**src/rtl/sequence_serializer.sv**
```systemverilog
`default_nettype none
// sequence_serializer: parallel-to-serial front end for the sequence detector.
// One-word holding buffer allows gapless streaming; outputs are registered.
// Revision: 1.0
module sequence_serializer #(
  parameter int DATA_WIDTH = 8,
  parameter bit MSB_FIRST  = 1'b1,
  parameter bit IDLE_BIT   = 1'b0
) (
  input  logic                  clk,
  input  logic                  reset,
  input  logic [DATA_WIDTH-1:0] data_in,
  input  logic                  data_valid,
  output logic                  data_ready,
  output logic                  sequence_out,
  output logic                  bit_valid,
  output logic                  word_done,
  output logic                  busy
);

  localparam int CW = $clog2(DATA_WIDTH);
  localparam logic [CW-1:0] LAST_BIT = CW'(DATA_WIDTH - 1);

  logic [DATA_WIDTH-1:0] shift_reg, shift_next;
  logic [DATA_WIDTH-1:0] hold_reg, hold_next;
  logic [DATA_WIDTH-1:0] shifted;
  logic [CW-1:0]         bit_cnt, cnt_next;
  logic                  shift_active, active_next;
  logic                  hold_full, hold_full_next;
  logic                  accept;
  logic                  at_last;
  logic                  shifter_free;
  logic                  out_bit;
  logic                  seq_q, bit_valid_q, word_done_q;

  assign data_ready   = reset & ~hold_full;
  assign accept       = data_valid & data_ready;
  assign at_last      = shift_active & (bit_cnt == LAST_BIT);
  assign shifter_free = ~shift_active | at_last;
  assign busy         = shift_active | hold_full;

  // The output end of the shifter is the MSB or LSB depending on bit order.
  assign out_bit = MSB_FIRST ? shift_reg[DATA_WIDTH-1] : shift_reg[0];
  assign shifted = MSB_FIRST ? {shift_reg[DATA_WIDTH-2:0], 1'b0}
                             : {1'b0, shift_reg[DATA_WIDTH-1:1]};

  always_comb begin
    shift_next     = shift_reg;
    cnt_next       = bit_cnt;
    active_next    = shift_active;
    hold_next      = hold_reg;
    hold_full_next = hold_full;

    if (shifter_free) begin
      // Held word has priority; data_ready is low whenever it is present.
      if (hold_full) begin
        shift_next     = hold_reg;
        cnt_next       = '0;
        active_next    = 1'b1;
        hold_full_next = 1'b0;
      end else if (accept) begin
        shift_next  = data_in;
        cnt_next    = '0;
        active_next = 1'b1;
      end else begin
        cnt_next    = '0;
        active_next = 1'b0;
      end
    end else begin
      shift_next = shifted;
      cnt_next   = bit_cnt + 1'b1;
      if (accept) begin
        hold_next      = data_in;
        hold_full_next = 1'b1;
      end
    end
  end

  always_ff @(posedge clk or negedge reset) begin
    if (!reset) begin
      shift_reg    <= '0;
      hold_reg     <= '0;
      bit_cnt      <= '0;
      shift_active <= 1'b0;
      hold_full    <= 1'b0;
    end else begin
      shift_reg    <= shift_next;
      hold_reg     <= hold_next;
      bit_cnt      <= cnt_next;
      shift_active <= active_next;
      hold_full    <= hold_full_next;
    end
  end

  // Output stage shows the bit selected by the shifter state before this edge.
  always_ff @(posedge clk or negedge reset) begin
    if (!reset) begin
      seq_q       <= IDLE_BIT;
      bit_valid_q <= 1'b0;
      word_done_q <= 1'b0;
    end else begin
      seq_q       <= shift_active ? out_bit : IDLE_BIT;
      bit_valid_q <= shift_active;
      word_done_q <= at_last;
    end
  end

  assign sequence_out = seq_q;
  assign bit_valid    = bit_valid_q;
  assign word_done    = word_done_q;

endmodule
`default_nettype wire

```
**config.mk**
```make
export PLATFORM = sky130hd
export DESIGN_NAME = sequence_serializer
export DESIGN_NICKNAME = d
export VERILOG_FILES = /design/src/rtl/sequence_serializer.sv
export SDC_FILE = /design/constraint.sdc
export NUM_CORES = 1
export LEC_CHECK = 0
export ABC_AREA = 1
export ABC_CLOCK_PERIOD_IN_PS = 1800
export CORE_MARGIN = 3
export CORE_UTILIZATION = 40
export CTS_CLUSTER_DIAMETER = 200
export DETAILED_ROUTE_END_ITERATION = 8
export PLACE_DENSITY = 0.72
export SETUP_SLACK_MARGIN = 0.4
export SYNTH_ARGS = -nofsm -noshare
export SYNTH_HDL_FRONTEND = slang
export SYNTH_SLANG_ARGS = --single-unit
```
**constraint.sdc**
```tcl
create_clock -name clk -period 1.8 [get_ports clk]
set_input_delay 0.36 -clock clk [delete_from_list [all_inputs] [get_ports clk]]
set_output_delay 0.36 -clock clk [all_outputs]
set_load 0.02 [all_outputs]
```
==> results.cfg, run 1 <==
[global_routing]
grt_pass1_vias = 967
globalRouteTotalUtil = 0.154
overflow = 0
grt_max_degree = 26
grt_pass1_wl_um = 4140
antenna_found_initial = 0

[setup_path]
r2r_start = bit_cnt[0]$_DFF_PN0_
r2r-end = shift_reg[5]$_DFFE_PN0P_
startpoint = hold_full$_DFFE_PN0P_
worstSetupPathType = reg -> out
startpoint_type = flip-flop
worstPathMaxFanout = 2
crit_path_end = busy
worstPathArrival_ns = 1.10
worstPathRequired_ns = 1.44
critPathCaptureType = output port
r2r_cells = 9
r2r_setup_slack_ns = 0.36

[timing]
timing.slew.headroom = 0.780
setup_slack_ns = 0.338
hold_viol_final = 0
min_period_over_period = 0.812
setup_viol = 0
max_freq_mhz = 684
skew_ns = 0.00763
slew_viol_final = 0
post-route-min-period_ns = 1.46
tightestPinTransition_ns = 0.331
rsz0062_at_grt = true
holdWs_ns = 0.191

[synthesis]
yosysUniqueCellTypes = 17
synth_area_leader_cell = dfrtp_1
synthXorXnorAreaFrac = 0
synth_simple_gate_area_share = 0.320
syn_avg_cell_area_sq_um = 8.48
synthTopCellsByArea = dfrtp_1 (52%), nand2_1 (18%), nand3_1 (6.0%)
synth_cells = 137
muxShareOfSynthArea = 0
syn_area_sq_mm = 0.00116
synth_top_family_by_area = simple AND/OR/NAND/NOR gates
synth_warnings = 0
syn_nets = 150
synth_compound_area_frac = 0.0496
synth_top_area_frac = 0.517
ys_seq_area_frac = 0.517
synth_fa_ha_area_frac = 0.0216
ys_ff_latch = 24

[run_status]
status = finished, final reports clean

[die]
io_pins = 16
die_w_um = 59.9
die_h_um = 59.9
core_sq_mm = 0.00261
rows = 18
start_util = 0.444
dieArea_sq_mm = 0.00359

[pwr]
p_leak_nw = 0.804
ir_worst_vdd_mv = 1.01
power.density_mw_per_mm2 = 1560

[clock_tree]
cts_hold_buffers = 0
cts_root_buffer = clkbuf_4
clk_pin_slew_ns = 0.13
clk_path_buf_depth = 2
clock-sinks = 24
clk_latency_ns = 0.31
htree_levels = 1
cts_made_buffers = 3
cts_tree = built

[final_layout]
area_growth_pct = 43.0
nFillCells = 200
nNetsFinal = 181
post-route-util = 0.636
layout-drive-gt1-share = 0.343
diodes = 0

[route]
routed_wl_um = 2700
via_per_inst = 5.02
drt_iter0_markers = 22
vias = 983
ant_nets = 0
dr.pass1.iters = 4
wl_per_cell_um = 13.8
drc = 0

[placed_design]
dp_slack_ns = -0.145
gp_congestion = 0.757
io_buffers = 15
place_hpwl_um = 1570

[job]
cap_violations = 0

[worst_hold_path]
hp-class = in -> async
-- worst max-delay path, stage by stage (launching register included) --
cell and delay (ns):
dfrtp_2 0.43, or2_4 0.23, buf_6 0.13
-- how the worst min path moves through the flow --
stage	endpoint	depth (start not counted)	slack, ns
4_1_cts	bit_cnt[1]$_DFF_PN0_	2	0.20
3_5_place_dp	bit_cnt[0]$_DFF_PN0_	1	0.44
3_3_place_gp	bit_cnt[0]$_DFF_PN0_	1	0.42
2_1_floorplan	bit_cnt[0]$_DFF_PN0_	0	0.06
6_report	bit_cnt[1]$_DFF_PN0_	2	0.19
5_1_grt	shift_active$_DFFE_PN0P_	2	0.22
-- what timing repair did --
action | in CTS | in global routing
endpoints found under the setup margin | 21 | 24
pin swaps | 3 | 11
buffers inserted | 6 | 2
gates cloned | 1 | 0
resized for setup | 27 | 45
-- through the flow --
| step | area, sq um | TNS, ns | total power, mW | std cells |
|---|---|---|---|---|
| 6_report | 1660 | 0 | 2.60 | 196 |
| 5_1_grt | 1660 | 0 | 2.80 | 196 |
| 4_1_cts | 1490 | 0 | 2.23 | 194 |
| 3_5_place_dp | 1350 | -0.218 | 1.79 | 184 |
| 3_3_place_gp | 1350 | -0.153 | 1.75 | 184 |
| 2_1_floorplan | 1160 | 0 | 1.58 | 137 |
-- per-layer routing --
layer	vias to the layer above	track usage	routed length (um)
met3	6	0.0194	73
met1	480	0.195	1100
li1	480	-	-
met2	17	0.262	1470
met5	-	0	0
met4	0	0.0633	53
-- synthesized netlist by cell type --
cell type,n
nand3_1,14
ha_1,2
nand2_4,2
o21ai_0,8
nand2_2,2
buf_6,3
inv_1,12
nand2_1,57
nor2_1,4
inv_2,1
or2_2,1
nor2_4,1
a21oi_2,2
dfrtp_1,24
inv_8,1
nor2_8,1
inv_4,2
-- final cells by class --
cell class	instances	area [sq um]	area share
sequential	24	602	0.362
inverter	16	93.8	0.0565
tap	30	37.5	0.0226
clock buffer	3	22.5	0.0136
multi-input combinational	95	629	0.379
timing repair buffer	28	275	0.166
-- report_power, final --
| part | internal, mW | switching, mW | leakage, nW |
|---|---|---|---|
| clock network | 0.0781 | 0.151 | 0.0138 |
| logic | 0.645 | 0.809 | 0.499 |
| registers | 0.777 | 0.138 | 0.291 |
| total | 1.50 | 1.10 | 0.804 |
-- cell usage in the layout (no fill, tap or decap) --
| cell | count |
|---|---|
| clkbuf_4 | 3 |
| inv_2 | 1 |
| o21ai_0 | 2 |
| buf_6 | 4 |
| clkdlybuf4s15_1 | 2 |
| clkdlybuf4s50_1 | 9 |
| nor2_1 | 2 |
| nand2_8 | 2 |
| or2_4 | 1 |
| ha_4 | 2 |
| buf_12 | 1 |
| dlygate4sd2_1 | 2 |
| nand3_2 | 7 |
| nor2_8 | 1 |
| nand2_1 | 46 |
| buf_4 | 9 |
| clkinv_16 | 1 |
| dfrtp_2 | 1 |
| a21oi_4 | 1 |
| nand2_2 | 5 |
| o21ai_2 | 1 |
| nand2_4 | 9 |
| nor2_4 | 1 |
| nand3_1 | 7 |
| nor2_2 | 2 |
| inv_4 | 3 |
| a21oi_2 | 1 |
| buf_8 | 1 |
| inv_1 | 11 |
| dfrtp_1 | 23 |
| o21ai_1 | 5 |
-- logic make-up after synthesis --
group | after synthesis
and+or+nand+nor | 82
adders and majority gates | 2
buffers and inverters | 19
DFF | 24
AOI/OAI and AO/OA | 10
Power figures use the tool's default switching activity.
==> run 2, diff against run 1 <==
ABC_CLOCK_PERIOD_IN_PS = 1300   (was 1800)
PLACE_DENSITY = 0.75   (was 0.72)
clock period = 1.3 ns   (was 1.8 ns; I/O delays follow)
==> results.cfg, run 2 (synthesis results as in run 1) <==
[run_status]
status = finished, violations left
violations = setup timing

[global_routing]
grt_pass1_wl_um = 4730
overflow = 0
globalRouteTotalUtil = 0.177
antenna_found_initial = 0
grt_pass1_vias = 1067
grt_max_degree = 26

[clock_tree]
cts_hold_buffers = 0
clk_latency_ns = 0.33
cts_made_buffers = 3
clock-sinks = 24
cts_tree = built
clk_path_buf_depth = 2
clk_pin_slew_ns = 0.14
cts_root_buffer = clkbuf_4
htree_levels = 1

[pwr]
p_seq_frac = 0.352
clkPwrFrac = 0.099
total_power_mw = 3.55
p_comb_frac = 0.549
power.internal_mw = 2.10
p_leak_nw = 0.814
power.density_mw_per_mm2 = 2200
p_switching_mw = 1.45
ir_worst_vdd_mv = 1.48
netSwitchingFraction = 0.408

[timing]
setup_viol = 19
finalSetupTns_ns = -1.61
min_period_over_period = 1.09
tightestPinTransition_ns = 0.333
slew_viol_final = 0
timing.slew.headroom = 0.778
skew_ns = 0.00585
setup_slack_ns = -0.112
rsz0062_at_grt = true
post-route-min-period_ns = 1.41
holdWs_ns = 0.308
hold_viol_final = 0
max_freq_mhz = 708

[placed_design]
postPlaceCellArea_sq_mm = 0.00140
placedCellCount = 187
gp_congestion = 0.778
dp_slack_ns = -0.451
place_hpwl_um = 1670
io_buffers = 15

[route]
routed_wl_um = 2750
via_per_inst = 5.05
drc = 0
wl_per_cell_um = 13.6
dr.pass1.iters = 4
drt_iter0_markers = 15
ant_nets = 0
vias = 1021

[setup_path]
startpoint_type = flip-flop
crit_chain = buf_6, buf_6, buf_8, a21oi_4, nand2_4, inv_6, nand2_1, nand2_1
worstPathArrival_ns = 1.68
worst-path-buf-inv = 4
worstPathMaxFanout = 8
critPathCaptureType = flip-flop
critPathMaxStageDelay_ns = 0.45
worstPathRequired_ns = 1.57
cp_top_family = buffers and inverters
worstSetupPathType = reg -> reg
crit_path_top_delay_cell = dfrtp_2

[final_layout]
area_growth_pct = 38.8
post-route-util = 0.617
final_cell_mix = nand2_1 (53), dfrtp_1 (23), nand3_1 (13), inv_1 (12)
fin_cells = 202
final_common_cell = nand2_1
layout-drive-gt1-share = 0.302
diodes = 0
nNetsFinal = 187
postLayoutCellArea_sq_mm = 0.00161

[die]
dieArea_sq_mm = 0.00359
start_util = 0.444
rows = 18
io_pins = 16
core_sq_mm = 0.00261
die_h_um = 59.9
die_w_um = 59.9

[worst_hold_path]
hp-class = in -> async

[job]
cap_violations = 0
## run 2: final cells by class
cell class	instances	area, sq um
sequential	24	602
inverter	16	80.1
fill	223	1000
timing repair buffer	34	342
clock buffer	3	22.5
tap	30	37.5
multi-input combinational	95	528
## run 2: power by group through the flow
stage	combinational [mW]	sequential (mW)	clock, mW
2_1_floorplan	0.974	1.26	0
3_3_place_gp	1.34	1.25	0
3_5_place_dp	1.40	1.26	0
4_1_cts	1.73	1.24	0.335
5_1_grt	2.15	1.28	0.377
6_report	1.95	1.25	0.352
## run 2: path summary, 6_finish.rpt
path                                              start                        to  slack (ns)  depth (start not counted)
worst max-delay path              hold_full$_DFFE_PN0P_  shift_reg[5]$_DFFE_PN0P_       -0.11                          8
worst min-delay path                              reset      bit_cnt[0]$_DFF_PN0_        0.31                          2
worst max register to register    hold_full$_DFFE_PN0P_  shift_reg[5]$_DFFE_PN0P_       -0.11                          8
worst min register to register  hold_reg[4]$_DFFE_PN0P_   hold_reg[4]$_DFFE_PN0P_        0.50                          2
max in group asynchronous                         reset     hold_full$_DFFE_PN0P_        0.73                          2
min in group clk                             data_in[4]   hold_reg[4]$_DFFE_PN0P_        0.49                          3
## run 2: repair_timing
| action | in CTS | in global routing |
|---|---|---|
| pin swaps | 7 | 2 |
| cloned | 1 | 0 |
| endpoints found under the setup margin | 27 | 27 |
| endpoints found under the hold margin | 0 | 0 |
| buffers inserted | 10 | 1 |
| gates resized for setup | 45 | 10 |
## run 2: routing by layer
layer	global-route usage	share of wire	wire [um]	vias up
met5	0	0	0	-
met4	0.0506	0.035	97	0
met3	0.0302	0.034	93	8
met2	0.310	0.49	1350	19
met1	0.222	0.44	1210	497
li1	-	-	-	497
==> run 3, diff against run 2 <==
ABC_CLOCK_PERIOD_IN_PS = 1700   (was 1300)
PLACE_DENSITY = not set   (was 0.75)
PLACE_DENSITY_LB_ADDON = 0.1   (was not set)
SKIP_LAST_GASP = 1   (was not set)
clock period = 1.7 ns   (was 1.3 ns; I/O delays follow)
==> results.cfg, run 3 (synthesis results as in run 1) <==
[run_status]
status = finished, final reports clean

[route]
via_per_inst = 4.78
drc = 0
dr.pass1.iters = 5
drt_iter0_markers = 24
routed_wl_um = 2390
vias = 927
ant_nets = 0
wl_per_cell_um = 12.3

[placed_design]
gp_congestion = 0.707
place_hpwl_um = 1510
io_buffers = 15
placedCellCount = 184
postPlaceCellArea_sq_mm = 0.00137
dp_slack_ns = -0.227

[pwr]
ir_worst_vdd_mv = 0.877
p_switching_mw = 1.12
p_comb_frac = 0.540
power.density_mw_per_mm2 = 1660
clkPwrFrac = 0.111
power.internal_mw = 1.59
netSwitchingFraction = 0.412
p_seq_frac = 0.349
p_leak_nw = 0.790

[setup_path]
worstPathRequired_ns = 1.36
worstSetupPathType = reg -> out
startpoint = hold_full$_DFFE_PN0P_
r2r_cells = 8
worstPathArrival_ns = 1.10
r2r_setup_slack_ns = 0.30
startpoint_type = flip-flop
r2r_start = bit_cnt[0]$_DFF_PN0_
critPathCaptureType = output port
worstPathMaxFanout = 3
crit_path_end = data_ready
r2r-end = hold_reg[5]$_DFFE_PN0P_

[final_layout]
final_common_cell = nand2_1
post-route-util = 0.625
final_cell_mix = nand2_1 (45), dfrtp_1 (24), inv_1 (11), nand3_2 (10), clkdlybuf4s50_1 (9)
multiInputGateArea_sq_um = 621
nNetsFinal = 178
seq_area_sq_um = 601
diodes = 0
postLayoutCellArea_sq_mm = 0.00163
nFillCells = 221
fin_cells = 194
area_growth_pct = 40.5
layout-drive-gt1-share = 0.372

[die]
die_w_um = 59.9
dieArea_sq_mm = 0.00359
rows = 18
start_util = 0.444
io_pins = 16
core_sq_mm = 0.00261
die_h_um = 59.9

[clock_tree]
clk_pin_slew_ns = 0.13
htree_levels = 1
clock-sinks = 24
cts_tree = built
cts_root_buffer = clkbuf_4
cts_made_buffers = 3
clk_path_buf_depth = 2
clk_latency_ns = 0.31

[timing]
hold_viol_final = 0
min_period_over_period = 0.849
slew_viol_final = 0
skew_ns = 0.00351
rsz0062_at_grt = true
setup_slack_ns = 0.256
setup_viol = 0
tightestPinTransition_ns = 0.319
max_freq_mhz = 693
post-route-min-period_ns = 1.44
timing.slew.headroom = 0.787

[global_routing]
antenna_found_initial = 0
overflow = 0
grt_max_degree = 26
globalRouteTotalUtil = 0.151
grt_pass1_wl_um = 4040
grt_pass1_vias = 870

[job]
cap_violations = 0

[worst_hold_path]
hp-class = in -> async
## run 3: cell type report
class | count | share of cell area
Timing Repair Buffer | 26 | 0.149
Sequential cell | 24 | 0.368
Clock buffer | 4 | 0.0222
Multi-Input combinational cell | 94 | 0.380
Tap cell | 30 | 0.0230
Inverter | 16 | 0.0575
## run 3: how the worst min path moves through the flow
stage,start,to
2_1_floorplan,reset,bit_cnt[0]$_DFF_PN0_
3_3_place_gp,bit_cnt[0]$_DFF_PN0_,bit_cnt[0]$_DFF_PN0_
3_5_place_dp,bit_cnt[0]$_DFF_PN0_,bit_cnt[0]$_DFF_PN0_
4_1_cts,reset,word_done$_DFF_PN0_
5_1_grt,reset,bit_cnt[2]$_DFF_PN0_
6_report,reset,shift_reg[4]$_DFFE_PN0P_
## run 3: worst max-delay path, cell delays in order (launching register included)
cell and delay, ns:
dfrtp_1 0.42, buf_4 0.15, nor2_4 0.10, buf_6 0.13
## run 3: power by group through the flow
| stage | Clock [mW] | Combinational (mW) | Sequential (mW) |
|---|---|---|---|
| after global routing | 0.342 | 1.63 | 0.976 |
| after global placement | 0 | 0.953 | 0.947 |
| after CTS | 0.314 | 1.33 | 0.938 |
| after detailed placement | 0 | 0.972 | 0.955 |
| final | 0.300 | 1.46 | 0.944 |
| after floorplan | 0 | 0.735 | 0.965 |
## run 3: timing repair
item                       4_1_cts  5_1_grt
hold buffers                     0        0
setup endpoints to repair       21       21
gates resized for setup         55       20
pin swaps                       14       13
setup buffers                    5        1
## run 3: layer usage
layer  global-route usage  wire length (um)  share of wire
met1                0.209              1150           0.48
met2                0.221              1090           0.46
met3               0.0367               114          0.048
met4               0.0696                34          0.014
met5                    0                 0              0
## run 3: metrics by stage
stage | total power [mW] | setup TNS (ns) | hold WS (ns)
after global routing | 2.95 | 0 | 0.195
after global placement | 1.90 | -0.992 | 0.422
after detailed placement | 1.93 | -0.959 | 0.431
final | 2.71 | 0 | 0.162
after CTS | 2.59 | 0 | 0.164
after floorplan | 1.70 | 0 | 0.0444
